### src/rtl/fetch_unit.sv
// -----------------------------------------------------------------------------
// fetch_unit
//
// Instruction fetch/issue stage in front of the branch unit. Owns the program
// counter, reads 32-bit words from a synchronous instruction memory, splits the
// held instruction into opcode / register / immediate fields and offers it over
// a valid/ready handshake. Conditional branches stall fetch until the branch
// unit returns the resolved next PC; there is no prediction.
//
// Sequence per instruction: FETCH (strobe memory) -> LATCH (capture read data)
// -> ISSUE (hold until accepted) -> FETCH / BR_WAIT / HALT.
//
// Ports
//   clk, rst        clock, asynchronous active-high reset
//   imem_en         instruction memory read strobe
//   imem_addr       read address (current PC)
//   imem_rdata      read data, valid the cycle after imem_en
//   instr_valid     decoded fields are valid
//   instr_ready     downstream accepts the instruction
//   opcode          ir[31:26]
//   rd_addr         ir[25:21]
//   rs_addr         ir[20:16]
//   imm             ir[15:0], raw (consumer sign-extends)
//   pc_out          PC+1 of the held instruction (branch unit's pc input)
//   br_valid        br_next_pc is resolved
//   br_next_pc      branch target or fall-through
//   halted          HALT instruction accepted
//   issued_count    accepted-instruction counter, saturating
//                   (present only when FETCH_STATS_EN is defined)
//
// Build option
//   FETCH_STATS_EN  adds the issued_count output and its counter.
// -----------------------------------------------------------------------------
module fetch_unit #(
  parameter int unsigned            ADDRESS_WIDTH = 5,
  parameter logic [ADDRESS_WIDTH:0] RESET_PC      = '0,
  parameter logic [5:0]             HALT_OPCODE   = 6'b111111
) (
  input  logic                     clk,
  input  logic                     rst,
  output logic                     imem_en,
  output logic [ADDRESS_WIDTH:0]   imem_addr,
  input  logic [31:0]              imem_rdata,
  output logic                     instr_valid,
  input  logic                     instr_ready,
  output logic [5:0]               opcode,
  output logic [4:0]               rd_addr,
  output logic [4:0]               rs_addr,
  output logic [15:0]              imm,
  output logic [ADDRESS_WIDTH:0]   pc_out,
  input  logic                     br_valid,
  input  logic [ADDRESS_WIDTH:0]   br_next_pc,
  output logic                     halted
`ifdef FETCH_STATS_EN
  ,
  output logic [15:0]              issued_count
`endif
);

  localparam int unsigned PcW = ADDRESS_WIDTH + 1;

  localparam logic [5:0] BranchLo = 6'b001000;
  localparam logic [5:0] BranchHi = 6'b001101;

  typedef enum logic [2:0] {
    StFetch,
    StLatch,
    StIssue,
    StBrWait,
    StHalt
  } state_e;

  state_e           state_q, state_d;
  logic [PcW-1:0]   pc_q, pc_d;
  logic [31:0]      ir_q, ir_d;

  logic [PcW-1:0]   pc_inc;
  logic             is_branch;
  logic             is_halt;
  logic             accept;

  // Wraps modulo 2^PcW by construction.
  assign pc_inc    = pc_q + PcW'(1);
  assign is_branch = (ir_q[31:26] >= BranchLo) && (ir_q[31:26] <= BranchHi);
  assign is_halt   = (ir_q[31:26] == HALT_OPCODE);
  assign accept    = (state_q == StIssue) && instr_ready;

  // ---------------------------------------------------------------------------
  // State register
  // ---------------------------------------------------------------------------
  always_ff @(posedge clk or posedge rst) begin
    if (rst) begin
      state_q <= StFetch;
      pc_q    <= RESET_PC;
      ir_q    <= '0;
    end else begin
      state_q <= state_d;
      pc_q    <= pc_d;
      ir_q    <= ir_d;
    end
  end

  // ---------------------------------------------------------------------------
  // Next-state logic
  // ---------------------------------------------------------------------------
  always_comb begin
    state_d = state_q;
    pc_d    = pc_q;
    ir_d    = ir_q;
    unique case (state_q)
      StFetch: begin
        state_d = StLatch;
      end
      StLatch: begin
        ir_d    = imem_rdata;
        state_d = StIssue;
      end
      StIssue: begin
        if (instr_ready) begin
          if (is_branch) begin
            // PC is held; the branch unit supplies the next one.
            state_d = StBrWait;
          end else if (is_halt) begin
            state_d = StHalt;
          end else begin
            pc_d    = pc_inc;
            state_d = StFetch;
          end
        end
      end
      StBrWait: begin
        if (br_valid) begin
          pc_d    = br_next_pc;
          state_d = StFetch;
        end
      end
      StHalt: begin
        state_d = StHalt;
      end
      default: begin
        state_d = StFetch;
      end
    endcase
  end

  // ---------------------------------------------------------------------------
  // Outputs (registered state only; no path from instr_ready or br_valid)
  // ---------------------------------------------------------------------------
  always_comb begin
    // The async reset already forces StFetch; gating with rst keeps the strobe
    // low for the whole time reset is held.
    imem_en     = (state_q == StFetch) && !rst;
    imem_addr   = pc_q;
    instr_valid = (state_q == StIssue);
    halted      = (state_q == StHalt);
    pc_out      = pc_inc;
    opcode      = ir_q[31:26];
    rd_addr     = ir_q[25:21];
    rs_addr     = ir_q[20:16];
    imm         = ir_q[15:0];
  end

`ifdef FETCH_STATS_EN
  // ---------------------------------------------------------------------------
  // Accepted-instruction counter, saturating
  // ---------------------------------------------------------------------------
  logic [15:0] issued_q, issued_d;

  always_comb begin
    issued_d = issued_q;
    if (accept && (issued_q != 16'hFFFF)) begin
      issued_d = issued_q + 16'd1;
    end
  end

  always_ff @(posedge clk or posedge rst) begin
    if (rst) begin
      issued_q <= '0;
    end else begin
      issued_q <= issued_d;
    end
  end

  assign issued_count = issued_q;
`else
  logic unused_accept;
  assign unused_accept = accept;
`endif

endmodule
### config.mk
export PLATFORM = sky130hd
export DESIGN_NAME = fetch_unit
export DESIGN_NICKNAME = d
export VERILOG_FILES = /design/src/rtl/fetch_unit.sv
export SDC_FILE = /design/constraint.sdc
export NUM_CORES = 1
export LEC_CHECK = 0
export ABC_AREA = 1
export CAP_MARGIN = 5
export CELL_PAD_IN_SITES_DETAIL_PLACEMENT = 0
export CELL_PAD_IN_SITES_GLOBAL_PLACEMENT = 1
export CORE_MARGIN = 10
export CORE_UTILIZATION = 25
export CTS_CLUSTER_SIZE = 30
export DETAILED_ROUTE_END_ITERATION = 10
export PLACE_DENSITY = 0.85
export SETUP_SLACK_MARGIN = 0.2
export SLEW_MARGIN = 20
export SYNTH_ARGS = -nofsm -noshare
export SYNTH_HDL_FRONTEND = slang
export SYNTH_SLANG_ARGS = --single-unit
### constraint.sdc
create_clock -name clk -period 1.21 [get_ports clk]
set_clock_uncertainty 0.1 [all_clocks]
set_input_delay 0.242 -clock clk [delete_from_list [all_inputs] [get_ports clk]]
set_output_delay 0.242 -clock clk [all_outputs]
set_load 0.01 [all_outputs]
Word level (Yosys, flattened, before mapping)
Cells that the tools add are included.
{"block": "word_totals", "register_bits": 41, "out_inout_bits": 47, "in_bits": 42}
{"block": "op_classes", "order_cmp": 2, "add_sub_neg": 1, "mux": 10, "eq_ne": 9, "reduce_logical": 7}
{"cell": "6-bit two-way mux", "n": 4}
{"cell": "3-bit one-hot mux with 5 select lines", "n": 1}
{"cell": "3-bit two-way mux", "n": 4}
{"cell": "6-bit one-hot mux with 2 select lines", "n": 1}
{"cell": "6-bit by 1-bit adder with 6-bit output, second input constant", "n": 1}
{"cell": "3-bit by 2-bit equality test with 1-bit output, second input constant", "n": 2}
{"cell": "6-bit equality test, second input constant", "n": 1}
{"cell": "6-bit by 4-bit >= comparator with 1-bit output, second input constant", "n": 1}
{"cell": "6-bit by 4-bit <= comparator with 1-bit output, second input constant", "n": 1}
{"cell": "2-bit != test, second input constant", "n": 3}
{"cell": "5-bit AND reduction", "n": 1}
{"cell": "3-bit by 1-bit equality test with 1-bit output, second input constant", "n": 1}
{"cell": "3-bit equality test, second input constant", "n": 1}
{"cell": "3-bit logical NOT", "n": 1}
{"cell": "1-bit logical AND", "n": 2}
{"cell": "2-bit by 1-bit != test with 1-bit output, second input constant", "n": 1}
{"cell": "2-bit AND reduction", "n": 1}
{"cell": "2-bit nonzero test", "n": 1}
{"cell": "1-bit logical NOT", "n": 1}

Longest topological paths before layout
Gate-level depths: netlist (run 1).
{"block": "depth", "depth_word": 5, "ltp_mapped": 9, "ltp_nobuf": 8}

Worst setup path after synthesis (run 1)
No wires, ideal clock.
{"block": "synth_timing", "path_kind": "register to register", "startpoint": "register pc_q[0], in the netlist imem_addr[0]", "endpoint": "register pc_q[4], in the netlist imem_addr[4]", "path_stages_with_launch": 8, "path_slack_ps": -219, "arrival_time_ps": 1264, "path_buffers": 0, "setup_ps": 65, "required_time_ps": 1045, "path_cell_list": "dfrtp_1 > ha_1 > nand3_1 > xor2_1 > nand2_1 > nand2_1 > nand2_1 > nand2_1"}
{"block": "synth_between", "elab_chain_cells": 5}
{"element": "start, declared", "line": "74", "text": "logic [PcW-1:0] pc_q, pc_d;"}
{"element": "start signal, assigned", "line": "98", "text": "pc_q <= pc_d;"}
{"element": "6-bit by 1-bit adder with 6-bit output", "line": "83", "text": "assign pc_inc = pc_q + PcW'(1);"}
{"element": "net pc_out[4]", "line": "50", "text": "output logic [ADDRESS_WIDTH:0] pc_out,"}
{"element": "6-bit two-way mux", "line": "123", "text": "end else if (is_halt) begin"}
{"element": "6-bit two-way mux", "line": "120", "text": "if (is_branch) begin"}
{"element": "6-bit two-way mux", "line": "119", "text": "if (instr_ready) begin"}
{"element": "6-bit one-hot mux with 2 select lines", "line": "110", "text": "unique case (state_q)"}
The timed path passes the listed nets, and every way through them passes these cells. The select of a mux whose other input is x is not followed.
A chain may end at the register's enable or synchronous reset.

Worst setup path in the final report (run 1)
{"block": "layout_timing", "startpoint": "register pc_q[4], in the netlist imem_addr[4]", "endpoint": "output port pc_out[5]"}
{"block": "layout_between", "elab_chain_cells": 1}
{"element": "6-bit by 1-bit adder with 6-bit output", "line": "83"}
{"element": "end, declared", "line": "50"}
No other way between the ends.

==> metrics, run 1 <==
Vias=2221; Seq pwr share=0.224; failing checks=setup timing; nets=465; first-pass GRT wire length=11600 um; Hold-fix buffers, CTS=0; max-slew violation count=0; chip height=107 um; fin crit period=1.65 ns; FMAX=0.605 GHz; NetSw=4.40 mW; Min Hold Slack=0.293 ns; clock slew at reported path FFs=0.08 ns; WP data arrival=1.31 ns; outcome=finished, violations left; CP cell instances=buf_4 > nand2_1 > o21bai_1 > and2_4 > buf_6; grt ovf=0; CTS tree=built; final WL=7430 um; Avg Inst Size Synth=7.90 um2; commonest non-fill, non-tap cell in the layout=nand2_1; input/output buffers=88; sw frac=0.382; post-synthesis sequential area ratio=0.548; Power per Cell Area=2650 nW/um2; H-tree Lvls=2; drt wl/cell=14.3 um; unrepaired setup endpoints after global routing=true; via density per instance=4.26; share of cells above drive strength 1=0.590; clock power share=0.094; CP max stage cell=dfrtp_1; core area=7250 um2; die width=107 um; Core Rows=31; initial antenna violation count=0; die area=11300 um2; worst slew pin tran=0.231 ns; delay of the slowest critical-path stage=0.38 ns; pin count of the biggest net entering global routing=42; cts bufs inserted=5; worst skew pair latency=0.30 ns; Ports=89; Yosys warnings=0; Layout area overhead=132%; Post-Syn Area=1870 um2; CP Data Required Time=0.87 ns; vias in the first global route=2347; CP startpoint kind=flop; final number of setup-violating endpoints=59; worst vdd ir=1.13 mV; final core occ=0.600; HPWL Detailed=4610 um; Worst Setup Path Type=reg2out; Tcrit/Tclk final=1.37; Synth Net Count=280; clock sink total=41; Yosys cell types=20; setup ws final=-0.442 ns; hold crit path type=in2async; Antenna Nets Post-Route=0; Syn Inst Count=237; DRC viols=0; Slew HR=0.846; max cap viols=0; Seq cells post-synth=41; routability congestion estimate=0.756; CTS Buffer Depth=2; Comb power frac=0.682; P_int=7.13 mW; DRT Pass-1 Iters=4; Final Hold Viols=0; most frequent cells in the layout=71 x nand2_1, 57 x buf_4, 56 x buf_6, 46 x nand2_2, 41 x clkdlybuf4s50_1; Setup crit end kind=primary output; Inserted Diodes=0; DRT iter0 DRCs=22; critical path peak fanout=2; Pleak=2.19 nW; Initial Util=0.258; Total GRT Usage=0.127; Root Driver=clkbuf_8
## layout make-up
cell class / instances / area, um2
clock buffer: 5 / 68.8
clock inverter: 2 / 35.0
fill: 603 / 2900
inverter: 18 / 98.8
multi-input combinational: 171 / 1110
sequential: 41 / 1030
tap: 99 / 124
timing repair buffer: 185 / 1880
## worst max-delay path, delay by kind of cell (launching register included)
| family | cells | cell delay (ns) |
|---|---|---|
| buffers and inverters | 2 | 0.21 |
| flip-flops | 1 | 0.38 |
| AND/OR/NAND/NOR | 2 | 0.23 |
| AO/OA/AOI/OAI | 1 | 0.19 |
## routing by layer
| metal | global-route usage | vias up | share of wire |
|---|---|---|---|
| li1 | - | 1095 | - |
| met1 | 0.136 | 1045 | 0.38 |
| met2 | 0.220 | 71 | 0.53 |
| met3 | 0.0483 | 10 | 0.073 |
| met4 | 0.0522 | 0 | 0.012 |
| met5 | 0 | - | 0 |
## final timing paths
path	start	to	slack [ns]	depth (start not counted)
max	imem_addr[4]$_DFFE_PP0P_	pc_out[5]	-0.44	5
min	rst	ir_q[20]$_DFFE_PP0P_	0.29	3
max reg2reg	state_q[2]$_DFFE_PP0P_	imem_addr[0]$_DFFE_PP0P_	-0.38	9
min reg2reg	ir_q[22]$_DFFE_PP0P_	ir_q[22]$_DFFE_PP0P_	0.39	2
max in group asynchronous	rst	ir_q[31]$_DFFE_PP0P_	0.49	3
min in group clk	imem_rdata[18]	ir_q[18]$_DFFE_PP0P_	0.37	3
## synth_stat cells
cell	count	area share
a21oi_1	1	0.0027
buf_2	6	0.016
inv_1	16	0.032
dfrtp_1	41	0.55
o21ai_0	9	0.024
o21bai_1	1	0.0040
nand3_1	9	0.024
nand3_2	1	0.0053
nand2_1	131	0.26
nor2_2	1	0.0033
nor2_4	2	0.012
nor3_1	2	0.0053
nand2_2	2	0.0067
xor2_1	2	0.0094
nor2_1	6	0.012
ha_1	1	0.0067
and2_1	2	0.0067
buf_6	1	0.0060
inv_2	2	0.0040
nor3_4	1	0.0087
## cell families after synthesis
logic type                 share of synthesized area
AOI/OAI and AO/OA                             0.0307
xor gates and xnor gates                     0.00936
adders and majority gates                    0.00668
buffers and inverters                         0.0582
DFF                                            0.548
and+or+nand+nor                                0.347
## through the flow
| stage | std cells | total power, mW | cell area (um2) | setup WS, ns | TNS, ns |
|---|---|---|---|---|---|
| 2_1_floorplan | 237 | 4.64 | 1960 | -0.127 | -3.72 |
| 3_3_place_gp | 452 | 7.17 | 3170 | -0.572 | -15.11 |
| 3_5_place_dp | 452 | 7.27 | 3170 | -0.580 | -15.29 |
| 4_1_cts | 497 | 10.2 | 3910 | -0.446 | -16.05 |
| 5_1_grt | 521 | 12.3 | 4350 | -0.499 | -19.51 |
| 6_report | 521 | 11.5 | 4350 | -0.442 | -16.39 |
## sequential cells by signal, indices dropped and copies added, names as in the netlist
register	cells
imem_addr	6
ir_q	32
state_q	3
## power groups by stage
stage	registers, mW	logic (mW)	clock network [mW]
global placement	2.45	4.72	0
detailed placement	2.49	4.79	0
floorplan	2.79	1.85	0
global route	2.65	8.48	1.16
CTS	2.51	6.59	1.10
finish	2.59	7.86	1.08
## what timing repair did
action | 4_1_cts | 5_1_grt
pin swaps | 36 | 27
setup buffers | 32 | 24
resized for setup | 308 | 72
endpoints found under the hold margin | 0 | 0
gates cloned | 6 | 0
setup endpoints to repair | 88 | 88
Power figures use the tool's default switching activity.
==> run 2, diff against run 1 <==
--- a/config.mk
+++ b/config.mk
@@ -13,7 +13,7 @@
 export CORE_UTILIZATION = 25
 export CTS_CLUSTER_SIZE = 30
 export DETAILED_ROUTE_END_ITERATION = 10
-export PLACE_DENSITY = 0.85
+export PLACE_DENSITY_LB_ADDON = 0.15
 export SETUP_SLACK_MARGIN = 0.2
 export SLEW_MARGIN = 20
 export SYNTH_ARGS = -nofsm -noshare
==> metrics, run 2 (synthesis gave the netlist of run 1 again) <==
Antenna Nets Post-Route=0 (unchanged); core area=7250 um2 (unchanged); CTS Buffer Depth=2 (unchanged); most frequent cells in the layout=89 x nand2_1, 44 x buf_6, 41 x clkdlybuf4s50_1, 38 x nand2_2, 36 x dfrtp_1; Layout area overhead=108%; DRT iter0 DRCs=14 (-36%); failing checks=setup timing; max-slew violation count=0 (unchanged); footprint of the multi-input gates=1010 um2 (-9.5%); HPWL Detailed=4530 um (-1.6%); Pwr Total=10.1 mW (-12%); Worst Setup Path Type=reg2out; input/output buffers=88 (unchanged); Slew HR=0.843 (-0.00349); Core Rows=31 (unchanged); CP startpoint kind=flop; Vias=2048 (-7.8%); Setup crit end kind=primary output; final number of setup-violating endpoints=57 (-3.4%); share of cells above drive strength 1=0.517 (-0.0735); clock slew at reported path FFs=0.08 ns (about the same); Root Driver=clkbuf_8; Power per Cell Area=2590 nW/um2 (-2.3%); first-pass GRT wire length=10700 um (-8.1%); Hold-fix buffers, CTS=0 (unchanged); CTS tree=built; final WL=6720 um (-9.6%); Sequential Area=1030 um2 (-0.12%); die width=107 um (unchanged); Pleak=1.97 nW (-10%); Largest register FFs=32 (unchanged); chip height=107 um (unchanged); Final Hold Viols=0 (unchanged); hold crit path type=in2async; H-tree Lvls=2 (unchanged); worst vdd ir=1.39 mV (+23%); pre-CTS setup slack=-0.580 ns (-0.000160 ns); Top reg by flops=ir_q; vias in the first global route=2191 (-6.6%); DRT Pass-1 Iters=4 (unchanged); max cap viols=0 (unchanged); worst skew pair latency=0.29 ns (about the same); commonest non-fill, non-tap cell in the layout=nand2_1; routability congestion estimate=0.736 (-2.7%); clock sink total=41 (unchanged); initial antenna violation count=0 (unchanged); Inserted Diodes=0 (unchanged); DRC viols=0 (unchanged); Tcrit/Tclk final=1.36 (-0.00884); drt wl/cell=13.7 um (-4.2%); WP data arrival=1.30 ns (about the same); Ports=89 (unchanged); grt ovf=0 (unchanged); unrepaired setup endpoints after global routing=true; via density per instance=4.16 (-2.4%); cts bufs inserted=5 (unchanged); pin count of the biggest net entering global routing=33 (-21%); outcome=finished, violations left; CP Data Required Time=0.87 ns (about the same); die area=11300 um2 (unchanged); setup ws final=-0.431 ns (+0.0107 ns); nets=435 (-6.5%); Total GRT Usage=0.115 (-0.0116); FMAX=0.609 GHz (+0.65%); fin crit period=1.64 ns (-0.0107 ns); Fill cells=711 (+18%); worst slew pin tran=0.235 ns (+0.00395 ns); worst reg2reg path depth=8 (-1); critical path peak fanout=4 (+2); Initial Util=0.258 (unchanged)
run 2: cell types whose count changed in the layout (fill, tap and decap cells not counted), sizes merged:
cell	change
bufinv	-1
clkinvlp	+1
clkinv	-1
buf	-32
clkbuf	+4
run 2: cell type report:
cell class | instances | area share
Tap cell | 99 | 0.0318
Clock buffer | 7 | 0.0196
Timing Repair Buffer | 155 | 0.401
Clock inverter | 1 | 0.00192
Sequential cell | 41 | 0.265
Multi-Input combinational cell | 171 | 0.258
Inverter | 18 | 0.0228
run 2: layer usage:
layer / routed length, um / share of wire / vias up / GRT usage
met2: 3530 / 0.53 / 56 / 0.206
li1: - / - / 1031 / -
met4: 8 / 0.0012 / 0 / 0.0261
met1: 2620 / 0.39 / 959 / 0.122
met3: 551 / 0.082 / 2 / 0.0495
met5: 0 / 0 / - / 0
run 2: worst paths after layout:
kind | end | slack [ns] | start
setup / recovery | pc_out[4] | -0.43 | imem_addr[0]$_DFFE_PP0P_
hold / removal | ir_q[20]$_DFFE_PP0P_ | 0.35 | rst
setup reg to reg | ir_q[29]$_DFFE_PP0P_ | -0.36 | state_q[2]$_DFFE_PP0P_
hold reg to reg | ir_q[16]$_DFFE_PP0P_ | 0.38 | ir_q[16]$_DFFE_PP0P_
max in group asynchronous | imem_addr[3]$_DFFE_PP0P_ | 0.45 | rst
min in group clk | ir_q[16]$_DFFE_PP0P_ | 0.38 | ir_q[16]$_DFFE_PP0P_
run 2: what timing repair did:
item	CTS	global route
gates resized for setup	284	33
pin swaps	37	18
gates cloned	3	3
setup endpoints to repair	88	88
buffers inserted	19	11
run 2: critical path: stages (launching register included):
cell,delay [ns]
dfrtp_2,0.46
ha_4,0.19
nand3_4,0.06
xor2_2,0.14
buf_2,0.15
run 2: power by group:
group          total, mW  switching (mW)  internal (mW)  leakage, nW
clock              0.895           0.486          0.409       0.0385
sequential          2.55           0.505           2.04        0.503
combinational       6.66            2.93           3.73         1.43
run 2: metrics by stage:
step / std cells / setup TNS [ns] / area, um2 / util / hold WS (ns)
3_5_place_dp: 448 / -14.31 / 3190 / 0.440 / 0.358
5_1_grt: 492 / -19.92 / 3900 / 0.538 / 0.377
2_1_floorplan: 237 / -3.72 / 1960 / - / 0.127
3_3_place_gp: 448 / -13.79 / 3190 / 0.440 / 0.352
6_report: 492 / -16.46 / 3900 / 0.538 / 0.350
4_1_cts: 478 / -14.37 / 3640 / 0.503 / 0.351
==> run 3, diff against run 2 <==
--- a/config.mk
+++ b/config.mk
@@ -5,12 +5,11 @@
 export SDC_FILE = /design/constraint.sdc
 export NUM_CORES = 1
 export LEC_CHECK = 0
-export ABC_AREA = 1
 export CAP_MARGIN = 5
 export CELL_PAD_IN_SITES_DETAIL_PLACEMENT = 0
 export CELL_PAD_IN_SITES_GLOBAL_PLACEMENT = 1
 export CORE_MARGIN = 10
-export CORE_UTILIZATION = 25
+export CORE_UTILIZATION = 28
 export CTS_CLUSTER_SIZE = 30
 export DETAILED_ROUTE_END_ITERATION = 10
 export PLACE_DENSITY_LB_ADDON = 0.15
==> metrics, run 3 <==
outcome=finished, violations left; failing checks=setup timing; DRT Pass-1 Iters=4 (unchanged); die width=102 um (-4.7%); worst vdd ir=1.69 mV (+21%); Vias=1738 (-15%); share of flip-flops with an asynchronous set or reset=1.00 (unchanged); WP data arrival=1.78 ns (+0.48 ns); number of synthesized flops with an enable pin=0 (unchanged); grt ovf=0 (unchanged); Syn Inst Count=131 (-45%); input/output buffers=88 (unchanged); critical path endpoint=imem_addr[2]$_DFFE_PP0P_; delay of the slowest critical-path stage=0.43 ns (-0.03 ns); clock slew at reported path FFs=0.08 ns (about the same); setup TNS=-22.57 ns (-6.10 ns); worst reg2reg setup slack=-0.50 ns (-0.14 ns); final WL=6890 um (+2.6%); most frequent cells in the layout=52 x buf_6, 45 x buf_4, 41 x clkdlybuf4s50_1, 39 x dfrtp_1, 35 x mux2_4; CTS Buffer Depth=2 (unchanged); final number of setup-violating endpoints=61 (+7.0%); worst reg2reg path depth=4 (-4); count leader, synth=dfrtp_1; initial antenna violation count=0 (unchanged); Post-Syn Area=1860 um2 (-0.60%); HPWL Detailed=4500 um (-0.78%); Slew HR=0.807 (-0.0356); critical path peak fanout=5 (+1); die area=10300 um2 (-9.2%); Hold-fix buffers, CTS=0 (unchanged); Total GRT Usage=0.126 (+0.0113); FMAX=0.586 GHz (-3.8%); Synth top area share=0.551 (+0.00332); largest cells by area after synthesis=dfrtp_1 55%, mux2_1 19%, mux2_4 2.4%, mux2_2 1.8%, buf_4 1.6%; setup ws final=-0.496 ns (-0.0650 ns); DRT iter0 DRCs=39 (+25); Final Hold Viols=0 (unchanged); Tcrit/Tclk final=1.41 (+0.0537); Sequential Area=1030 um2 (-0.36%); unrepaired setup endpoints after global routing=true; Setup crit end kind=flop; max cap viols=0 (unchanged); Worst Setup Path Type=reg2reg; post-synthesis sequential area ratio=0.551 (+0.00332); DRC viols=0 (unchanged); CTS tree=built; core area=6390 um2 (-12%); nets=344 (-21%); Top reg by flops=ir_q; Synth Flop Type=dfrtp_1; commonest non-fill, non-tap cell in the layout=buf_6; CP Data Required Time=1.29 ns (+0.42 ns); Seq cells post-synth=41 (unchanged); routability congestion estimate=0.820 (+12%); vias in the first global route=2006 (-8.4%); hold crit path type=in2async; CP cell instances=buf_6 > nand3b_1 > mux2_2 > mux2_4; first-pass GRT wire length=10300 um (-3.4%); CP startpoint kind=flop; Initial Util=0.291 (+0.0333); worst slew pin tran=0.288 ns (+0.0539 ns); cell taking the most area after synthesis=dfrtp_1; Inserted Diodes=0 (unchanged); Pleak=1.82 nW (-7.4%); pre-CTS setup slack=-0.637 ns (-0.0566 ns); worst skew pair latency=0.29 ns (about the same); CP max stage cell=dfrtp_1; drt wl/cell=18.2 um (+33%); cts bufs inserted=5 (unchanged); Core Rows=29 (-6.5%); Power per Cell Area=2870 nW/um2 (+11%); Yosys cell types=35 (+75%); via density per instance=4.59 (+10%); chip height=102 um (-4.7%); Layout area overhead=109%; Fill cells=521 (-27%); pin count of the biggest net entering global routing=42 (+27%); Antenna Nets Post-Route=0 (unchanged); share of cells above drive strength 1=0.672 (+0.156); Largest register FFs=32 (unchanged); Ports=89 (unchanged); Root Driver=clkbuf_8; Post-synth top cells=41 x dfrtp_1, 32 x mux2_1, 4 x buf_4, 4 x nand3_1; Yosys warnings=0 (unchanged); FF-to-FF End=imem_addr[2]$_DFFE_PP0P_; Synth Net Count=174 (-38%); max-slew violation count=0 (unchanged); fin crit period=1.71 ns (+0.0650 ns); origin of the worst setup path=state_q[2]$_DFFE_PP0P_; footprint of the multi-input gates=1020 um2 (+1.1%); Avg Inst Size Synth=14.2 um2 (+80%); H-tree Lvls=2 (unchanged); r2r startpoint=state_q[2]$_DFFE_PP0P_; clock sink total=41 (unchanged)
## run 3: cell families (layout without fill, tap and decap cells)
| kind of cell | count (synthesis) | after routing | synth area share |
|---|---|---|---|
| and+or+nand+nor | 19 | 19 | 0.0693 |
| AOI/OAI and AO/OA | 16 | 16 | 0.0706 |
| adders and majority gates | 1 | 1 | 0.00672 |
| buffers and inverters | 10 | 181 | 0.0363 |
| xor gates and xnor gates | 4 | 4 | 0.0188 |
| DFF | 41 | 41 | 0.551 |
| muxes | 40 | 40 | 0.247 |
## run 3: final cells by class
cell class              instances  area share
well taps                      77      0.0248
clock buffers                   5      0.0177
repair buffers                169       0.420
multi-input cells              80       0.262
clock inverters                 3     0.00451
flip-flops and latches         41       0.265
inverters                       4     0.00612
## run 3: per-layer routing
metal	up-vias	GRT usage	share of wire
met4	0	0.0225	0.0058
met1	851	0.135	0.37
met2	65	0.221	0.53
met3	4	0.0654	0.10
met5	-	0	0
li1	818	-	-
## run 3: critical path, delay by kind of cell, from the launching register on
kind	cells	cell delay, ns
buf+inv	1	0.14
flops	1	0.43
mux	2	0.62
simple gates	1	0.29
## run 3: power breakdown
group	internal, mW	switching (mW)
clock network	0.398	0.491
logic	4.87	2.78
registers	2.08	0.526
total	7.35	3.79
## run 3: timing repair
item                                    in CTS  in global routing
hold endpoints to repair                     0                  0
cloned                                       3                  0
endpoints found under the setup margin      88                 88
resized for setup                          244                 19
buffers inserted                            26                 14
pin swaps                                   14                 10
## run 3: per-stage QoR
stage | util | std cells | total power, mW | hold slack [ns] | cell area [um2]
5_1_grt | 0.609 | 379 | 11.8 | 0.408 | 3890
3_5_place_dp | 0.514 | 328 | 8.58 | 0.395 | 3280
4_1_cts | 0.577 | 365 | 10.6 | 0.344 | 3680
6_report | 0.609 | 379 | 11.1 | 0.367 | 3890
2_1_floorplan | - | 131 | 5.62 | 0.127 | 2060
3_3_place_gp | 0.514 | 328 | 8.45 | 0.395 | 3280
## run 3: worst min path at each step
stage                                     from                        to  slack [ns]  cells after the start
final                                      rst  imem_addr[5]$_DFFE_PP0P_        0.37                      4
after global routing                       rst  imem_addr[5]$_DFFE_PP0P_        0.41                      4
after CTS                                  rst  imem_addr[5]$_DFFE_PP0P_        0.34                      4
after detailed placement  ir_q[20]$_DFFE_PP0P_      ir_q[20]$_DFFE_PP0P_        0.39                      1
after global placement     ir_q[3]$_DFFE_PP0P_       ir_q[3]$_DFFE_PP0P_        0.40                      1
after floorplan                            rst  imem_addr[1]$_DFFE_PP0P_        0.13                      1
